## config.mk

```make
export PLATFORM = sky130hd
export DESIGN_NAME = timer_event_capture_flat
export DESIGN_NICKNAME = d
export VERILOG_FILES = /design/src/rtl/timer_event_capture_if.sv /design/src/rtl/timer_event_capture.sv /design/src/flat_wrapper.sv
export SDC_FILE = /design/constraint.sdc
export NUM_CORES = 1
export LEC_CHECK = 0
export ABC_AREA = 0
export BUFFER_PORTS_ARGS = -buffer_cell sky130_fd_sc_hd__buf_2
export CAP_MARGIN = 10
export CORE_MARGIN = 2
export CORE_UTILIZATION = 54
export DETAILED_ROUTE_END_ITERATION = 12
export GPL_TIMING_DRIVEN = 1
export PLACE_DENSITY = 0.83
export SLEW_MARGIN = 10
export SYNTH_ARGS = -nofsm -noshare
export SYNTH_HDL_FRONTEND = slang
export SYNTH_SLANG_ARGS = --single-unit
```

## constraint.sdc

```tcl
create_clock -name clk -period 2 [get_ports clk]
set_input_delay 0.6 -clock clk [delete_from_list [all_inputs] [get_ports clk]]
set_output_delay 0.6 -clock clk [all_outputs]
set_load 0.1 [all_outputs]
```

## src/rtl/timer_event_capture_if.sv

```systemverilog
// timer_event_capture_if: valid/ready drain port carrying {count, timestamp} events.
// Rev 1.0
`default_nettype none

interface timer_event_capture_if #(
  parameter int WIDTH    = 8,
  parameter int TS_WIDTH = 16
);
  logic                out_valid;
  logic                out_ready;
  logic [WIDTH-1:0]    out_count;
  logic [TS_WIDTH-1:0] out_ts;

  modport master (
    output out_valid,
    output out_count,
    output out_ts,
    input  out_ready
  );

  modport slave (
    input  out_valid,
    input  out_count,
    input  out_ts,
    output out_ready
  );
endinterface

`default_nettype wire

```

## src/rtl/timer_event_capture.sv

```systemverilog
// timer_event_capture: timestamps rising edges of done_in into a show-ahead FIFO.
// Rev 1.0
`default_nettype none

module timer_event_capture #(
  parameter int WIDTH    = 8,
  parameter int TS_WIDTH = 16,
  parameter int DEPTH    = 4
) (
  input  logic                     clk,
  input  logic                     rst_n,
  input  logic                     en,
  input  logic                     clear,
  input  logic                     done_in,
  input  logic [WIDTH-1:0]         count_in,
  timer_event_capture_if.master    evt,
  output logic [$clog2(DEPTH):0]   level,
  output logic                     overflow,
  output logic [7:0]               drop_cnt
);

  localparam int PTR_W = $clog2(DEPTH);
  localparam int LVL_W = PTR_W + 1;
  localparam int ENT_W = WIDTH + TS_WIDTH;
  localparam logic [LVL_W-1:0] FULL_LVL = LVL_W'(DEPTH);

  logic [ENT_W-1:0]    mem [DEPTH];
  logic [PTR_W-1:0]    wr_ptr;
  logic [PTR_W-1:0]    rd_ptr;
  logic [TS_WIDTH-1:0] ts;
  logic                done_d;

  logic event_det;
  logic full;
  logic pop;
  logic push;
  logic drop;

  assign event_det = en & done_in & ~done_d;
  assign full      = (level == FULL_LVL);
  assign pop       = evt.out_valid & evt.out_ready;
  // A pop in the same cycle frees the slot, so a full FIFO still accepts the event.
  assign push      = event_det & (~full | pop);
  assign drop      = event_det & full & ~pop;

  assign evt.out_valid = (level != '0);
  assign evt.out_count = mem[rd_ptr][ENT_W-1:TS_WIDTH];
  assign evt.out_ts    = mem[rd_ptr][TS_WIDTH-1:0];

  always_ff @(posedge clk or negedge rst_n) begin
    if (!rst_n) begin
      done_d   <= 1'b0;
      ts       <= '0;
      wr_ptr   <= '0;
      rd_ptr   <= '0;
      level    <= '0;
      overflow <= 1'b0;
      drop_cnt <= 8'd0;
      for (int i = 0; i < DEPTH; i++) begin
        mem[i] <= '0;
      end
    end else begin
      done_d <= done_in;
      if (clear) begin
        ts       <= '0;
        wr_ptr   <= '0;
        rd_ptr   <= '0;
        level    <= '0;
        overflow <= 1'b0;
        drop_cnt <= 8'd0;
      end else begin
        if (en) begin
          ts <= ts + 1'b1;
        end
        if (push) begin
          mem[wr_ptr] <= {count_in, ts};
          wr_ptr      <= wr_ptr + 1'b1;
        end
        if (pop) begin
          rd_ptr <= rd_ptr + 1'b1;
        end
        case ({push, pop})
          2'b10:   level <= level + 1'b1;
          2'b01:   level <= level - 1'b1;
          default: level <= level;
        endcase
        if (drop) begin
          overflow <= 1'b1;
          if (drop_cnt != 8'hFF) begin
            drop_cnt <= drop_cnt + 8'd1;
          end
        end
      end
    end
  end

endmodule

`default_nettype wire

```

## src/flat_wrapper.sv

```systemverilog
// flat-port wrapper written by rule: the top's interface ports become plain ports
module timer_event_capture_flat 
#(
  parameter int WIDTH    = 8,
  parameter int TS_WIDTH = 16,
  parameter int DEPTH    = 4
)
  (clk, rst_n, en, clear, done_in, count_in, level, overflow, drop_cnt, evt_out_valid, evt_out_count, evt_out_ts, evt_out_ready);
  timer_event_capture_if #(.WIDTH(WIDTH), .TS_WIDTH(TS_WIDTH)) evt_i ();
  input  logic clk;
  input  logic rst_n;
  input  logic en;
  input  logic clear;
  input  logic done_in;
  input  logic [WIDTH-1:0] count_in;
  output logic [$clog2(DEPTH):0] level;
  output logic overflow;
  output logic [7:0] drop_cnt;
  output wire logic [$bits(evt_i.out_valid)-1:0] evt_out_valid;
  output wire logic [$bits(evt_i.out_count)-1:0] evt_out_count;
  output wire logic [$bits(evt_i.out_ts)-1:0] evt_out_ts;
  input wire logic [$bits(evt_i.out_ready)-1:0] evt_out_ready;
  assign evt_out_valid = evt_i.out_valid;
  assign evt_out_count = evt_i.out_count;
  assign evt_out_ts = evt_i.out_ts;
  assign evt_i.out_ready = evt_out_ready;
  timer_event_capture #(.WIDTH(WIDTH), .TS_WIDTH(TS_WIDTH), .DEPTH(DEPTH)) u_core (.clk(clk), .rst_n(rst_n), .en(en), .clear(clear), .done_in(done_in), .count_in(count_in), .evt(evt_i), .level(level), .overflow(overflow), .drop_cnt(drop_cnt));
endmodule
```

Word-level counts from Yosys, hierarchy flattened

Cells that the tools add are included.

Add/sub/neg operators: 6
Magnitude comparators: 3
Equality and inequality tests: 4
Muxes and demuxes: 19
Bitwise logic cells: 13
Reductions and logical operators: 10

Operators with widths:

| operator                                           | number |
|---|---|
| bitwise mux 96 bit                                 | 1 |
| two-way mux 24 bit                                 | 3 |
| binary-select mux 24 bit (select 2 bit)            | 1 |
| demux 24 bit (select 2 bit)                        | 1 |
| two-way mux 16 bit                                 | 2 |
| two-way mux 8 bit                                  | 3 |
| adder 16 x 1 -> 16 bit, second input constant      | 1 |
| nonzero test 2 bit                                 | 5 |
| adder 8 x 1 -> 8 bit, second input constant        | 1 |
| two-way mux 2 bit                                  | 4 |
| inequality test 8 bit, second input constant       | 1 |
| AND 1 bit                                          | 6 |
| >= comparator 3 bit, second input constant         | 2 |
| NOT 2 -> 3 bit                                     | 2 |
| one-hot mux 3 bit (2 select lines)                 | 1 |
| nonzero test 3 bit                                 | 2 |
| adder 2 x 1 -> 2 bit, second input constant        | 2 |
| NOT 1 bit                                          | 4 |
| AND reduction 2 bit                                | 2 |
| adder 3 x 1 -> 3 bit, second input constant        | 1 |
| == test 3 bit, second input constant               | 1 |
| < comparator 3 x 1 -> 1 bit, second input constant | 1 |
| two-way mux 3 bit                                  | 1 |
| subtractor 3 x 1 -> 3 bit, second input constant   | 1 |
| other kinds (5)                                    | 6 |

Register bits: 129
Input bits: 14
Output and inout bits: 37
Word-level logic and storage cells: 66

Logic depth before layout (Yosys ltp)

Word-level depth: 7
Mapped depth: 8
Gate-level depth less buffers: 6

Least setup slack after synthesis

No wires, ideal clock.

Path type: reg-to-reg
Start: register u_core.level[0]
End: register u_core.level[1]
Library setup time: 89 ps
Arrival: 2,558 ps
Required time: 1,911 ps
Path slack: -647 ps
Cell stages (with the launch flop): 7
Buffers on the path: 0
Period minus slack after synthesis: 2,647 ps
Cells stage by stage: dfrtp_1 -> o31ai_1 -> nor2_1 -> fa_1 -> nand3_1 -> a21o_1 -> a41oi_1

Word-level cells in the longest chain between the ends: 7
Elaborated cells on any way between the ends: 13

RTL lines:

| element                                                 | line                                                 | RTL |
|---|---|---|
| from (decl)                                             | timer_event_capture.sv:17                            | `output logic [$clog2(DEPTH):0] level,` |
| from (signal assigned)                                  | timer_event_capture.sv:83                            | `2'b10: level <= level + 1'b1;` |
| from (signal assigned)                                  | timer_event_capture.sv:84                            | `2'b01: level <= level - 1'b1;` |
| from (signal assigned)                                  | timer_event_capture.sv:85                            | `default: level <= level;` |
| nonzero test 3 bit or == test 3 bit (tied branches)     | timer_event_capture.sv:46, timer_event_capture.sv:40 |  |
| AND 1 bit or NOT 1 bit (tied branches)                  | timer_event_capture.sv:41, timer_event_capture.sv:43 |  |
| OR 1 bit                                                | timer_event_capture.sv:43                            | `assign push = event_det & (~full \| pop);` |
| AND 1 bit                                               | timer_event_capture.sv:43                            |  |
| == test 2 x 1 -> 1 bit or == test 2 bit (tied branches) | timer_event_capture.sv:82                            | `case ({push, pop})` |
| one-hot mux 3 bit (2 select lines)                      | timer_event_capture.sv:82                            |  |
| two-way mux 3 bit                                       | timer_event_capture.sv:64                            | `if (clear) begin` |

Parallel ways exist; a longest one is shown, timed or not.
A chain may end at the register's enable or synchronous reset.

Worst setup path in the final report

Start: register u_core.rd_ptr[0]
End: output port evt_out_ts[8]

Word-level cells in the longest chain between the ends: 4

RTL lines:

| element                                 | line                      | RTL |
|---|---|---|
| from (decl)                             | timer_event_capture.sv:29 | `logic [PTR_W-1:0] rd_ptr;` |
| from (signal assigned)                  | timer_event_capture.sv:80 | `rd_ptr <= rd_ptr + 1'b1;` |
| NOT 2 -> 3 bit (implied by the code)    | timer_event_capture.sv:48 | `assign evt.out_ts = mem[rd_ptr][TS_WIDTH-1:0];` |
| binary-select mux 24 bit (select 2 bit) | timer_event_capture.sv:48 |  |
| two-way mux 24 bit (2 in series)        | n/a                       |  |
| to (decl)                               | flat_wrapper.sv:21        | `output wire logic [$bits(evt_i.out_ts)-1:0] evt_out_ts;` |

No other way between the ends. The select of a mux whose other input is x is not followed.

==> impl_metrics.toml <==
[outcome]
status = "finished with violations"
failed_checks = "negative setup slack"

[global_routing]
grt_pass1_wl_mm = 21.8
use_met3 = 0.0566
met1_usage = 0.291
grt_pass1_vias = 4125
grt_start_max_net_pins = 86
busiest_layer = "met2"
grt_use_met2 = 0.373
grt_overflow = 0
grt_usage = 0.225
antenna_found_initial = 0

[die]
die_w_um = 112
num_rows = 39
io_pins = 51
core_area_um2 = 11400
die_h_um = 112
die_area_um2 = 12500
start_util = 0.552

[sta]
fin_crit_ns = 2.35
finalSetupTns_ns = -7.93
holdWs_ns = 0.0543
rsz0062_at_grt = "true"
clock.fmax_ghz = 0.425
slew_viol_final = 0
setup_slack_ns = -0.355
clock_skew_ns = 0.00765
hold_viol = 0
worst_pin_slew_ns = 0.492
max_slew_margin = 0.674
post-route-period-util = 1.18
setup-violations-final = 25

[critical_path]
regToRegStartpoint = "u_core.level[2]"
cp.arrival_ns = 1.75
worst_setup_path_end_kind = "output pin"
criticalPathCategory = "register to output pin"
path_buf_inv = 2
cp_max_fo = 14
cp-start-kind = "register"
cp.required_ns = 1.40
startpoint = "u_core.rd_ptr[0]"
path_cells = "buf_12 -> mux4_2 -> buf_6"
slowest_stage = "mux4_2"
path_delay_family = "multiplexers"
cpPeakStageDelay_ns = 0.54

[pwr]
finalPower_mw = 8.47
ir_drop_mv = 1.49
power_frac_comb = 0.304
p_leak_nw = 3.54
p_sw_mw = 2.79
p_seq_frac = 0.342
clkPwrFrac = 0.353
switching_share = 0.329
cellPowerDensity_nw_per_um2 = 1090
intPower_mw = 5.68

[synth]
synthCells = 421
ys_warn_count = 0
yosysSeqAreaShare = 0.514
yosys_register_bits = 129
synth_cell_types = 38
syn_area_per_cell_um2 = 14.9
syn_area_um2 = 6280
synth_fp_nets = 442

[clocking]
ctsHtreeMaxLevel = 4
clk_pin_slew_ns = 0.06
cts_tree = "built"
cts_buffers = 17
hold_buffers = 0
cts.sinks = 129
clockBufferDepth = 2
insertion_delay_ns = 0.41
cts-root-buf = "clkbuf_16"

[routing]
viasPerCell = 5.81
vias = 3778
drtAntennaViolNets = 0
drt_iter0_markers = 205
routedWlPerCell_um = 20.0
wl_mm = 13.0
firstDrtPassIters = 4
drc_errors = 0

[cells_and_area]
drive_gt1_frac = 0.527
fin_cells = 650
fin_nets = 517
final_area_um2 = 7750
final_core_util = 0.682
antenna_cells = 0
syn_to_final_growth_pct = 23.5

[placed_design]
dpl.hpwl_mm = 8.01
placed_cell_area_um2 = 6850
gp_congestion = 0.840
place_inst = 614
pre_cts_ws_ns = -0.0621
io_buffers = 50

[worst_hold_path]
worst_hold_path_type = "input pin to async pin"

[flow_run]
max_cap_viol_count = 0
cell families after synthesis:
kind of cell | Yosys count | synth area share
compound gates | 23 | 0.0233
xor+xnor | 17 | 0.0237
fa+ha+maj | 7 | 0.0151
buf+inv | 33 | 0.0351
flops | 129 | 0.514
mux | 127 | 0.318
simple gates | 85 | 0.0705
what timing repair did:
action,CTS,global route
gates resized for setup,57,24
setup buffers,5,1
pin swaps,2,9
setup endpoints to repair,25,109
flip-flops by register name, summed over array words and instances (netlist names):
| name | flops |
|---|---|
| u_core.mem | 96 |
| u_core.ts | 16 |
| u_core.rd_ptr | 2 |
| u_core.level | 3 |
| u_core.wr_ptr | 2 |
| u_core.drop_cnt | 8 |
| u_core.done_d | 1 |
| u_core.overflow | 1 |
cell type report:
class | instances | area (µm²)
Inverter | 4 | 15.0
Timing Repair Buffer | 85 | 798
Clock inverter | 6 | 82.6
Sequential cell | 129 | 3240
Clock buffer | 24 | 492
Tap cell | 143 | 179
Multi-Input combinational cell | 259 | 2940
Fill cell | 732 | 3620
path summary, 6_finish.rpt:
path                                   end  slack, ns  cells past startpoint
min in group clk             u_core.done_d       0.33                      1
setup reg to reg           u_core.level[1]       0.01                      7
hold reg to reg             u_core.mem[25]       0.50                      1
hold / removal              u_core.mem[26]       0.05                      1
setup / recovery             evt_out_ts[8]      -0.35                      3
max in group asynchronous  u_core.level[2]       1.23                      2
placed cells by master (no fill, tap or decap), types with 3 or more instances in the layout:
cell         n
xnor2_1      7
ha_1         6
mux2_2      20
buf_6       30
clkbuf_16   17
clkinv_2     3
clkbuf_1     3
mux2_4      80
dfrtp_1    121
or3_1        3
clkbuf_8     4
o21ai_0      6
nor3_1       4
buf_12       8
xor2_1      10
buf_4       24
a21oi_2      3
nand2_1      7
nand4_1      6
nand3_1     10
nor2_1      27
inv_1        4
mux2i_1      3
and2_4       4
a21oi_1      5
mux4_2      24
nor2b_1      4
nor4_1       4
buf_2       21
dfrtp_2      6
metal layers:
layer  wire length, µm  up-vias
li1                  -     1671
met1              5370     1986
met2              6890      110
met3               635       11
met4               104        0
met5                 0        -
cell usage after synthesis (all sizes together):
cell     instances  share of area
a21o             1         0.0012
a21oi            8         0.0064
a31o             1         0.0014
a31oi            1         0.0010
a41oi            1         0.0014
and2             5         0.0050
and3             2         0.0020
and3b            1         0.0014
buf             19          0.027
clkbuf          10         0.0060
dfrtp          129           0.51
fa               1         0.0032
ha               6          0.012
inv              4         0.0024
mux2           100           0.23
mux2i            3         0.0048
mux4            24          0.086
nand2            7         0.0042
nand2b           1         0.0010
nand3           11         0.0088
nand3b           1         0.0012
nand4            6         0.0060
nor2            29          0.017
nor2b            4         0.0040
nor3             6         0.0048
nor4             5         0.0050
nor4b            1         0.0038
o2111ai          2         0.0028
o211ai           1         0.0020
o21ai            6         0.0048
o31ai            2         0.0024
or3              5         0.0050
or4              1         0.0012
xnor2            7         0.0098
xor2            10          0.014
power by group through the flow:
| stage | registers [mW] | clock network (mW) | logic [mW] |
|---|---|---|---|
| after floorplan | 3.15 | 0 | 1.48 |
| after global placement | 2.96 | 0 | 2.08 |
| after detailed placement | 2.97 | 0 | 2.12 |
| after CTS | 2.89 | 3.02 | 2.49 |
| after global routing | 2.92 | 3.15 | 2.69 |
| final | 2.90 | 2.99 | 2.58 |
No activity file was read; power rests on OpenSTA's default activity.
